===== src/rtl/calc_rsp_pkg.sv =====
`default_nettype none
// +--------------------------------------------------------------------------+
// | Module      : calc_rsp_pkg                                               |
// | Description : Shared command/response encodings and the queued request  |
// |               record for the calculator port responder.                  |
// | Ports       : none (package)                                             |
// | Options     : CALC_RSP_SHIFT_EN enables the shift commands in the top.   |
// | Revision    : 1.0 - initial release                                      |
// +--------------------------------------------------------------------------+
package calc_rsp_pkg;

   // Command encodings carried on req_cmd_in (bit 0 is the MSB).
   localparam logic [0:3] CMD_NOP = 4'd0;
   localparam logic [0:3] CMD_ADD = 4'd1;
   localparam logic [0:3] CMD_SUB = 4'd2;
   localparam logic [0:3] CMD_SHL = 4'd5;
   localparam logic [0:3] CMD_SHR = 4'd6;

   // Response encodings driven on out_resp; code 3 is never produced.
   localparam logic [0:1] RSP_NONE = 2'd0;
   localparam logic [0:1] RSP_OK   = 2'd1;
   localparam logic [0:1] RSP_ERR  = 2'd2;

   // One fully assembled request as held in the queue.
   typedef struct packed {
      logic [0:3]  cmd;
      logic [0:1]  tag;
      logic [0:31] op1;
      logic [0:31] op2;
   } calc_req_t;

endpackage
`default_nettype wire


===== src/rtl/calc_rsp_fifo.sv =====
`default_nettype none
// +--------------------------------------------------------------------------+
// | Module      : calc_rsp_fifo                                              |
// | Description : DEPTH-entry synchronous FIFO of calc_req_t with            |
// |               wrap-around pointers and a DEPTH+1-state occupancy count.  |
// |               A push while full is ignored unless a pop happens in the   |
// |               same cycle, in which case the freed slot takes it.         |
// | Ports       : clk        in  clock, rising edge                          |
// |               rst_n      in  synchronous reset, active low               |
// |               push       in  write push_data this cycle                  |
// |               push_data  in  entry to write                              |
// |               pop        in  retire the head entry this cycle            |
// |               full       out DEPTH entries held                          |
// |               empty      out no entries held                             |
// |               head       out oldest entry (valid when !empty)            |
// | Revision    : 1.0 - initial release                                      |
// +--------------------------------------------------------------------------+
module calc_rsp_fifo
   import calc_rsp_pkg::*;
#(
   parameter int DEPTH = 4
) (
   input  logic      clk,
   input  logic      rst_n,
   input  logic      push,
   input  calc_req_t push_data,
   input  logic      pop,
   output logic      full,
   output logic      empty,
   output calc_req_t head
);

   localparam int               PTR_W    = $clog2(DEPTH);
   localparam int               CNT_W    = $clog2(DEPTH + 1);
   localparam logic [CNT_W-1:0] CNT_FULL = CNT_W'(DEPTH);

   calc_req_t        mem_q [DEPTH];
   calc_req_t        mem_d [DEPTH];
   logic [PTR_W-1:0] wr_ptr_q, wr_ptr_d;
   logic [PTR_W-1:0] rd_ptr_q, rd_ptr_d;
   logic [CNT_W-1:0] count_q, count_d;
   logic             wr_en;
   logic             rd_en;

   assign full  = (count_q == CNT_FULL);
   assign empty = (count_q == '0);
   assign head  = mem_q[rd_ptr_q];

   always_comb begin
      rd_en    = pop && !empty;
      // A pop in the same cycle frees the slot a full queue would refuse.
      wr_en    = push && (!full || rd_en);
      mem_d    = mem_q;
      wr_ptr_d = wr_ptr_q;
      rd_ptr_d = rd_ptr_q;
      count_d  = count_q;
      if (wr_en) begin
         mem_d[wr_ptr_q] = push_data;
         wr_ptr_d        = wr_ptr_q + 1'b1;   // power-of-two depth wraps naturally
      end
      if (rd_en) begin
         rd_ptr_d = rd_ptr_q + 1'b1;
      end
      case ({wr_en, rd_en})
         2'b10:   count_d = count_q + 1'b1;
         2'b01:   count_d = count_q - 1'b1;
         default: count_d = count_q;
      endcase
   end

   always_ff @(posedge clk) begin
      if (!rst_n) begin
         wr_ptr_q <= '0;
         rd_ptr_q <= '0;
         count_q  <= '0;
      end else begin
         wr_ptr_q <= wr_ptr_d;
         rd_ptr_q <= rd_ptr_d;
         count_q  <= count_d;
      end
   end

   // Storage needs no reset: the count alone decides what is valid.
   always_ff @(posedge clk) begin
      mem_q <= mem_d;
   end

endmodule
`default_nettype wire


===== src/rtl/calc_port_responder.sv =====
`default_nettype none
// +--------------------------------------------------------------------------+
// | Module      : calc_port_responder                                        |
// | Description : Behavioural stand-in for one calculator port. Captures     |
// |               two-cycle requests, queues them, executes add/sub/shift    |
// |               and returns one tagged response per accepted request, in   |
// |               queue order, LATENCY cycles after each pop.                |
// | Parameters  : DEPTH   request queue entries (power of two, >= 2)         |
// |               LATENCY cycles from queue pop to response (>= 1)           |
// | Ports       : c_clk        in  sole clock, rising edge                   |
// |               reset        in  synchronous reset, active low             |
// |               req_cmd_in   in  [0:3]  command, 0 = no request            |
// |               req_tag_in   in  [0:1]  request tag                        |
// |               req_data_in  in  [0:31] operand 1, then operand 2          |
// |               out_resp     out [0:1]  0 none, 1 ok, 2 error              |
// |               out_data     out [0:31] result, 0 unless out_resp = 1      |
// |               out_tag      out [0:1]  tag of the answered request        |
// |               drop_cnt     out [0:7]  requests lost to a full queue      |
// | Options     : CALC_RSP_SHIFT_EN - build the shifter for commands 5/6;    |
// |               without it those commands answer with an error.            |
// | Revision    : 1.0 - initial release                                      |
// +--------------------------------------------------------------------------+
module calc_port_responder
   import calc_rsp_pkg::*;
#(
   parameter int DEPTH   = 4,
   parameter int LATENCY = 3
) (
   input  logic        c_clk,
   input  logic        reset,
   input  logic [0:3]  req_cmd_in,
   input  logic [0:1]  req_tag_in,
   input  logic [0:31] req_data_in,
   output logic [0:1]  out_resp,
   output logic [0:31] out_data,
   output logic [0:1]  out_tag,
   output logic [0:7]  drop_cnt
);

   // BUSY counts 0 .. LATENCY-2; with LATENCY = 1 the executor skips BUSY.
   localparam int              WAIT_W    = (LATENCY > 2) ? $clog2(LATENCY - 1) : 1;
   localparam logic [WAIT_W-1:0] WAIT_LAST = WAIT_W'((LATENCY > 2) ? (LATENCY - 2) : 0);

   typedef enum logic [0:0] {
      CAP_CMD = 1'b0,
      CAP_OP2 = 1'b1
   } cap_state_t;

   typedef enum logic [0:1] {
      EXE_IDLE = 2'd0,
      EXE_BUSY = 2'd1,
      EXE_RESP = 2'd2
   } exe_state_t;

   cap_state_t        cap_state_q, cap_state_d;
   logic [0:3]        cmd_q, cmd_d;
   logic [0:1]        tag_q, tag_d;
   logic [0:31]       op1_q, op1_d;
   exe_state_t        exe_state_q, exe_state_d;
   logic [WAIT_W-1:0] wait_q, wait_d;
   calc_req_t         cur_q, cur_d;
   logic [0:7]        drop_cnt_q, drop_cnt_d;

   calc_req_t         push_entry;
   logic              fifo_push;
   logic              fifo_pop;
   logic              fifo_full;
   logic              fifo_empty;
   calc_req_t         fifo_head;

   logic [0:1]        alu_rsp;
   logic [0:31]       alu_data;
   logic [0:32]       alu_sum;

   // ---------------------------------------------------------------- capture
   always_comb begin
      cap_state_d    = cap_state_q;
      cmd_d          = cmd_q;
      tag_d          = tag_q;
      op1_d          = op1_q;
      fifo_push      = 1'b0;
      push_entry.cmd = cmd_q;
      push_entry.tag = tag_q;
      push_entry.op1 = op1_q;
      push_entry.op2 = req_data_in;
      case (cap_state_q)
         CAP_CMD: begin
            if (req_cmd_in != CMD_NOP) begin
               cmd_d       = req_cmd_in;
               tag_d       = req_tag_in;
               op1_d       = req_data_in;
               cap_state_d = CAP_OP2;
            end
         end
         CAP_OP2: begin
            // Operand 2 is taken whatever req_cmd_in says this cycle.
            fifo_push   = 1'b1;
            cap_state_d = CAP_CMD;
         end
         default: cap_state_d = CAP_CMD;
      endcase
   end

   // ------------------------------------------------------------------ queue
   calc_rsp_fifo #(
      .DEPTH (DEPTH)
   ) u_fifo (
      .clk       (c_clk),
      .rst_n     (reset),
      .push      (fifo_push),
      .push_data (push_entry),
      .pop       (fifo_pop),
      .full      (fifo_full),
      .empty     (fifo_empty),
      .head      (fifo_head)
   );

   // A push is lost only when the queue is full and nothing leaves this cycle.
   always_comb begin
      drop_cnt_d = drop_cnt_q;
      if (fifo_push && fifo_full && !fifo_pop && (drop_cnt_q != 8'hFF)) begin
         drop_cnt_d = drop_cnt_q + 1'b1;
      end
   end

   // --------------------------------------------------------------- executor
   always_comb begin
      exe_state_d = exe_state_q;
      wait_d      = wait_q;
      cur_d       = cur_q;
      fifo_pop    = 1'b0;
      case (exe_state_q)
         EXE_IDLE: begin
            if (!fifo_empty) begin
               fifo_pop    = 1'b1;
               cur_d       = fifo_head;
               wait_d      = '0;
               exe_state_d = (LATENCY > 1) ? EXE_BUSY : EXE_RESP;
            end
         end
         EXE_BUSY: begin
            if (wait_q == WAIT_LAST) begin
               exe_state_d = EXE_RESP;
            end else begin
               wait_d = wait_q + 1'b1;
            end
         end
         EXE_RESP: exe_state_d = EXE_IDLE;
         default:  exe_state_d = EXE_IDLE;
      endcase
   end

   // -------------------------------------------------------------------- ALU
   always_comb begin
      alu_rsp  = RSP_ERR;
      alu_data = '0;
      alu_sum  = '0;
      case (cur_q.cmd)
         CMD_ADD: begin
            alu_sum = {1'b0, cur_q.op1} + {1'b0, cur_q.op2};
            if (!alu_sum[0]) begin        // bit 0 is the carry out
               alu_rsp  = RSP_OK;
               alu_data = alu_sum[1:32];
            end
         end
         CMD_SUB: begin
            if (cur_q.op1 >= cur_q.op2) begin
               alu_rsp  = RSP_OK;
               alu_data = cur_q.op1 - cur_q.op2;
            end
         end
`ifdef CALC_RSP_SHIFT_EN
         CMD_SHL: begin
            alu_rsp  = RSP_OK;
            alu_data = cur_q.op1 << cur_q.op2[27:31];
         end
         CMD_SHR: begin
            alu_rsp  = RSP_OK;
            alu_data = cur_q.op1 >> cur_q.op2[27:31];
         end
`endif
         default: begin
            alu_rsp  = RSP_ERR;
            alu_data = '0;
         end
      endcase
   end

   // Outputs are quiet except in the single RESP cycle.
   assign out_resp = (exe_state_q == EXE_RESP) ? alu_rsp : RSP_NONE;
   assign out_data = ((exe_state_q == EXE_RESP) && (alu_rsp == RSP_OK)) ? alu_data : '0;
   assign out_tag  = (exe_state_q == EXE_RESP) ? cur_q.tag : '0;
   assign drop_cnt = drop_cnt_q;

   // -------------------------------------------------------------- registers
   always_ff @(posedge c_clk) begin
      if (!reset) begin
         cap_state_q <= CAP_CMD;
         cmd_q       <= CMD_NOP;
         tag_q       <= '0;
         op1_q       <= '0;
         exe_state_q <= EXE_IDLE;
         wait_q      <= '0;
         cur_q       <= '0;
         drop_cnt_q  <= '0;
      end else begin
         cap_state_q <= cap_state_d;
         cmd_q       <= cmd_d;
         tag_q       <= tag_d;
         op1_q       <= op1_d;
         exe_state_q <= exe_state_d;
         wait_q      <= wait_d;
         cur_q       <= cur_d;
         drop_cnt_q  <= drop_cnt_d;
      end
   end

endmodule
`default_nettype wire


===== config.mk =====
export PLATFORM = sky130hd
export DESIGN_NAME = calc_port_responder
export DESIGN_NICKNAME = d
export VERILOG_FILES = /design/src/rtl/calc_rsp_pkg.sv /design/src/rtl/calc_rsp_fifo.sv /design/src/rtl/calc_port_responder.sv
export SDC_FILE = /design/constraint.sdc
export NUM_CORES = 1
export LEC_CHECK = 0
export CAP_MARGIN = 20
export CORE_MARGIN = 3
export CORE_UTILIZATION = 55
export CTS_BUF_LIST = sky130_fd_sc_hd__clkbuf_8
export DETAILED_ROUTE_END_ITERATION = 10
export GPL_TIMING_DRIVEN = 0
export PLACE_DENSITY = 0.75
export SLEW_MARGIN = 30
export SYNTH_ARGS = -nofsm -noshare
export SYNTH_HDL_FRONTEND = slang
export SYNTH_SLANG_ARGS = --single-unit

===== constraint.sdc =====
create_clock -name c_clk -period 5.7 [get_ports c_clk]
set_input_delay 0.855 -clock c_clk [delete_from_list [all_inputs] [get_ports c_clk]]
set_output_delay 0.855 -clock c_clk [all_outputs]
set_load 0.03 [all_outputs]

## Yosys cells after proc, flatten, opt, wreduce, memory -nomap -nowiden

Cells that the tools add are included.

| word-level totals | value |
|---|---|
| output and inout bits | 44 |
| register bits after elaboration | 407 |

| operators by class | value |
|---|---|
| magnitude comparators | 4 |
| eq/ne operators | 11 |
| muxes and demuxes | 27 |
| add/subtract/negate cells | 8 |
| reductions and logical operators | 20 |
| bitwise operators | 4 |

Operators with widths:

| cell | count |
|---|---|
| 280-bit bitwise mux | 1 |
| 70-bit 2-to-1 mux | 3 |
| 70-bit binary-select mux with 2-bit select | 1 |
| 70-bit demux with 2-bit select | 1 |
| 32-bit 2-to-1 mux | 3 |
| 32-bit case mux with 2 select lines | 1 |
| 32-bit by 32-bit adder with 33-bit output | 1 |
| 32-bit >= comparator | 1 |
| 32-bit subtractor | 1 |
| 2-bit 2-to-1 mux | 6 |
| 8-bit by 1-bit adder with 8-bit output, second input constant | 1 |
| 8-bit != test, second input constant | 1 |
| 2-bit case mux with 2 select lines | 2 |
| 2-bit AND reduction | 4 |
| 1-bit logical AND | 7 |
| 2-bit by 1-bit == test with 1-bit output, second input constant | 3 |
| 3-bit >= comparator, second input constant | 2 |
| 1-bit 2-to-1 mux | 6 |
| 2-bit inverter with 3-bit output | 2 |
| 3-bit case mux with 2 select lines | 1 |
| 2-bit by 1-bit adder with 2-bit output, second input constant | 2 |
| 2-bit == test, second input constant | 2 |
| 4-bit by 1-bit == test with 1-bit output, second input constant | 1 |
| 4-bit by 2-bit == test with 1-bit output, second input constant | 1 |
| other kinds (14) | 20 |

## Depth between registers and ports, before layout

| depth | value |
|---|---|
| depth in word-level cells | 8 |
| mapped depth | 15 |

## By module

From an unflattened synthesis, not the netlist that was laid out.

| second synthesis, totals | value |
|---|---|
| cell total of the unflattened synthesis | 1547 |
| area total of the unflattened synthesis | 19043.3 µm² |

Modules (own cells, without submodules):

| module | instances | cells an instance | area each (µm²) |
|---|---|---|---|
| calc_rsp_fifo | 1 | 417 | 10627.7 |
| calc_port_responder | 1 | 1130 | 8415.6 |

## Worst setup path after synthesis

Ideal clock, no wire load.

| timing | value |
|---|---|
| path kind | flip-flop to output port |
| from | reg cur_q[0] (netlist bit) |
| to | out out_data[20] (netlist bit) |
| setup slack | 1.545 ns |
| stages on the path, launching flop included | 11 |
| data required time | 4.845 ns |
| arrival | 3.300 ns |
| cell sequence | dfxtp_1 -> ha_1 -> fa_1 -> nor2b_1 -> o311ai_1 -> a211oi_1 -> nor3_1 -> o211ai_2 -> a21oi_1 -> o21ai_0 -> a311oi_1 |

| between the ends | value |
|---|---|
| cells in the longest elaborated chain, start to end | 6 |
| elaborated cells between the ends (all ways) | 12 |

Ends and longest elaborated chain:

| element | RTL line | RTL |
|---|---|---|
| start, declared | calc_port_responder.sv:61 | `calc_req_t cur_q, cur_d;` |
| start signal, assigned | calc_port_responder.sv:213 | `cur_q <= cur_d;` |
| 32-bit by 32-bit adder with 33-bit output or 32-bit >= comparator (tied branches) | calc_port_responder.sv:160, calc_port_responder.sv:167 |  |
| 2-bit 2-to-1 mux, on equally long branches | calc_port_responder.sv:161, calc_port_responder.sv:167 |  |
| 2-bit case mux with 2 select lines | calc_port_responder.sv:158 | `case (cur_q.cmd)` |
| 2-bit by 1-bit == test with 1-bit output | calc_port_responder.sv:191 | `assign out_data = ((exe_state_q == EXE_RESP) && (alu_rsp == RSP_OK)) ? alu_data : '0;` |
| 1-bit logical AND | calc_port_responder.sv:191 |  |
| 32-bit 2-to-1 mux (*) | calc_port_responder.sv:191 |  |
| end, declared | calc_port_responder.sv:35 | `output logic [0:31] out_data,` |

Every way passes the cells marked *; elsewhere a longest branch is shown, timed or not.

## Final worst setup path

| timing | value |
|---|---|
| from | reg cur_q[23] (netlist bit) |
| to | out out_data[0] (netlist bit) |

The elaborated chain is that of the path after synthesis.

==> Implementation_results.wiki <==
{| class="wikitable"
! Metric !! Value
|-
| Synth Area per Inst || 12.0 sq um
|-
| Tightest slew margin relative to the limit || 41.2%
|-
| Instance count along the most critical hold path || 2
|-
| Number of maximum-capacitance constraint violations || 0
|-
| Synth Net Count || 1651
|-
| VDD IR-drop max || 0.211 mV
|-
| Post-Route Skew || 0.0181 ns
|-
| Non-filler cells in the finished layout || 2183
|-
| Transition time at the pin with the least slew margin || 0.882 ns
|-
| Register-to-Register Path Depth || 10
|-
| Post-synth design cell area || 0.0185 sq mm
|-
| Area of the placeable core || 0.0329 sq mm
|-
| Clk buf depth || 3
|-
| Fraction of layout cells with a size suffix above 1 || 12.8%
|-
| # diodes || 0
|-
| Net total in the final layout || 1806
|-
| Count of clock tree sinks || 407
|-
| DRT antenna net count || 0
|-
| Run status || finished clean
|-
| Weighted congestion at the end of routability-driven global placement || 0.891
|-
| Required time of the critical path || 4.85 ns
|-
| Setup repair after global routing missed its margin || no
|-
| Post-route worst setup slack || 0.141 ns
|-
| Cts bufs inserted || 57
|-
| Worst hold slack || 0.455 ns
|-
| Worst hold-check path type || flop to flop
|-
| Total number of vias || 12976
|-
| Final worst path period need || 5.56 ns
|-
| P&R area growth vs syn || 15.1%
|-
| Die height || 189 microns
|-
| Count of buffers inserted at the top-level ports || 83
|-
| Boundary Pins || 84
|-
| Synth top area cells || sky130_fd_sc_hd__edfxtp_1 45%, sky130_fd_sc_hd__dfxtp_1 14%, sky130_fd_sc_hd__mux4_2 8.5%
|-
| Max-slew violation count || 0
|-
| Clock tree from TritonCTS || done
|-
| Count of unresolved DRC violations after routing || 0
|-
| All-layer global routing usage || 25.9%
|-
| Number of optimization iterations in the first detailed-route pass || 6
|-
| Cell Count Post-Placement || 2071
|-
| Mapped Cells || 1538
|-
| Post-route total power || 10.8 mW
|-
| Clock network latency to the later pin of the worst-skew pair || 0.57 ns
|-
| Vias in the first global route || 12746
|-
| Detail Placement HPWL || 33400 microns
|-
| Final hold violations || 0
|-
| Starting utilization of the core area || 56.3%
|-
| Static power due to leakage || 7.66 nW
|-
| Distinct cell type count after synthesis || 67
|-
| Maximum clock rate || 180 MHz
|-
| Via count normalized by instance count || 5.94
|-
| Portion of synthesized cell area occupied by the leading cell type || 45.4%
|-
| Iter 0 DRT Violations || 1075
|-
| Post-synthesis cell type with the largest combined area || sky130_fd_sc_hd__edfxtp_1
|-
| Chip width || 189 microns
|-
| Register bit count reported by yosys || 407
|-
| Final Cycle Share || 97.5%
|-
| Critical path endpoint category || output port
|-
| Area of the die || 0.0359 sq mm
|-
| CTS clock-pin slew for the worst setup and hold paths || 0.06 ns
|-
| Total number of H-tree levels || 2
|-
| Number of synthesized flops with an enable pin || 280
|-
| Async set or reset register ratio after synthesis || 0%
|-
| Worst endpoint data arrival time || 4.70 ns
|-
| WL per Instance || 21.2 microns
|-
| Final-report setup violation count || 0
|-
| Row count || 66
|-
| Minimum setup slack after placement || -0.202 ns
|-
| Sum of overflow across all layers after global routing || 0
|-
| Root buffer cell || sky130_fd_sc_hd__clkbuf_8
|-
| Maximum fanout encountered on the critical timing path || 10
|-
| Type of origin of the critical path || flop
|-
| Post-synth top flop || sky130_fd_sc_hd__edfxtp_1
|-
| First-pass GRT wire length || 72200 microns
|-
| Pwr dens || 509 mW/mm^2
|-
| Pin count of the biggest net entering global routing || 37
|-
| Count of warnings emitted by yosys || 0
|-
| Part of the Yosys area used for sequential elements || 59.2%
|-
| Initial antenna violation count || 0
|-
| Total wirelength of the detailed-routed design || 46300 microns
|-
| Worst setup path category || flop to output port
|}
sequential cells by signal (all words and copies together) (netlist names):
signal,flops
u_fifo.wr_ptr_q,2
exe_state_q,2
wait_q,1
cur_q,70
u_fifo.rd_ptr_q,2
u_fifo.mem_q,280
cmd_q,4
drop_cnt,8
tag_q,2
cap_state_q,1
op1_q,32
u_fifo.count_q,3
report_power, final:
| group | total [mW] | internal, mW | switching, mW |
|---|---|---|---|
| Sequential | 3.76 | 3.50 | 0.262 |
| Combinational | 4.94 | 1.79 | 3.15 |
| Clock | 2.15 | 1.12 | 1.04 |
| Total | 10.8 | 6.41 | 4.44 |
kinds of logic (layout without fill, tap and decap cells):
| kind of cell | after synthesis | count (layout) | synth area share [%] |
|---|---|---|---|
| adders and majority gates | 73 | 73 | 5.06 |
| xor gates and xnor gates | 12 | 12 | 0.568 |
| DFF | 407 | 407 | 59.2 |
| AOI/OAI and AO/OA | 374 | 374 | 12.7 |
| buffers and inverters | 158 | 361 | 3.51 |
| muxes | 73 | 73 | 8.68 |
| and+or+nand+nor | 441 | 441 | 10.3 |
area by class of cell:
type	instances	area, sq um
plain buffers	85	385
flip-flops and latches	407	11000
clock inverters	47	280
multi-input cells	973	7000
inverters	72	270
repair buffers	97	1040
well taps	442	553
clock buffers	60	826
fillers	2542	11600
per-stage QoR:
step | TNS [ns] | instance area (sq um) | util, %
after floorplan | 0 | 18500 | -
after global placement | -1.17 | 19900 | 60.5
after detailed placement | -1.51 | 20100 | 61.0
after CTS | -0.0772 | 21200 | 64.5
after global routing | 0 | 21300 | 64.8
final | 0 | 21300 | 64.8
path summary, 6_finish.rpt:
path,from,endpoint,slack [ns]
setup / recovery,cur_q[23]$_SDFFE_PN0P_,out_data[0],0.14
hold / removal,cur_q[64]$_SDFFE_PN0P_,cur_q[64]$_SDFFE_PN0P_,0.46
setup reg to reg,exe_state_q[1]$_SDFFE_PN0P_,u_fifo.count_q[2]$_SDFFE_PN0P_,3.11
hold reg to reg,cur_q[64]$_SDFFE_PN0P_,cur_q[64]$_SDFFE_PN0P_,0.46
routing by layer:
metal  GRT usage [%]  part of all wire, %  vias up
li1                -                    -     6010
met5               0                    0        -
met1            37.2                   43     6372
met3            3.67                  7.0       80
met2            41.4                   47      514
met4            8.30                  2.8        0
Yosys cell counts, drive strengths merged, types with 3 or more instances:
cell	number
o211ai	6
a21o	17
nand4	6
nor2	83
and3	7
a221oi	17
nor4	10
a31oi	6
dfxtp	127
nand2b	11
o21ai	35
clkbuf	54
fa	3
a211oi	19
nor3	17
o22a	13
a21boi	3
inv	72
mux2i	3
or3	7
nand2	246
ha	70
and2	11
nor2b	16
xor2	6
or2	4
o21a	5
o22ai	3
xnor2	6
mux4	70
or4	3
nor4b	3
edfxtp	280
nand3	16
o31ai	6
a22oi	9
a21oi	194
o2111ai	4
o21bai	12
a311oi	5
buf	32
what timing repair did:
action / CTS / global route
hold buffers: 0 / 0
pin swaps: 1 / 3
setup endpoints to repair: 31 / 29
setup buffers: 1 / 5
hold endpoints to repair: 0 / 0
gates cloned: 0 / 0
resized for setup: 7 / 16
placed cells by master (no fill, tap or decap), types with 14 or more instances in the layout:
master and n:
sky130_fd_sc_hd__edfxtp_1 280, sky130_fd_sc_hd__nand2_1 246, sky130_fd_sc_hd__a21oi_1 192, sky130_fd_sc_hd__dfxtp_1 127
sky130_fd_sc_hd__inv_1 86, sky130_fd_sc_hd__nor2_1 82, sky130_fd_sc_hd__clkdlybuf4s50_1 76, sky130_fd_sc_hd__mux4_2 70
sky130_fd_sc_hd__ha_1 70, sky130_fd_sc_hd__clkbuf_8 60, sky130_fd_sc_hd__clkbuf_1 52, sky130_fd_sc_hd__o21ai_0 32
sky130_fd_sc_hd__buf_2 22, sky130_fd_sc_hd__a211oi_1 18, sky130_fd_sc_hd__a21o_1 17, sky130_fd_sc_hd__nor2b_1 16
sky130_fd_sc_hd__nand3_1 16, sky130_fd_sc_hd__a221oi_1 16, sky130_fd_sc_hd__clkinv_1 15, sky130_fd_sc_hd__nor3_1 14
worst max-delay path, stage by stage (launching register included):
cell,delay [ns]
sky130_fd_sc_hd__dfxtp_1,0.36
sky130_fd_sc_hd__inv_1,0.06
sky130_fd_sc_hd__ha_1,0.29
sky130_fd_sc_hd__buf_2,0.20
sky130_fd_sc_hd__or4_1,0.60
sky130_fd_sc_hd__a311oi_2,0.34
sky130_fd_sc_hd__nand2_1,0.15
sky130_fd_sc_hd__o211ai_4,0.36
sky130_fd_sc_hd__a21o_1,0.16
sky130_fd_sc_hd__buf_2,0.25
sky130_fd_sc_hd__buf_2,0.35
sky130_fd_sc_hd__nor2_1,0.09
sky130_fd_sc_hd__o32a_1,0.31
sky130_fd_sc_hd__clkdlybuf4s50_1,0.61
Power figures use the tool's default switching activity.
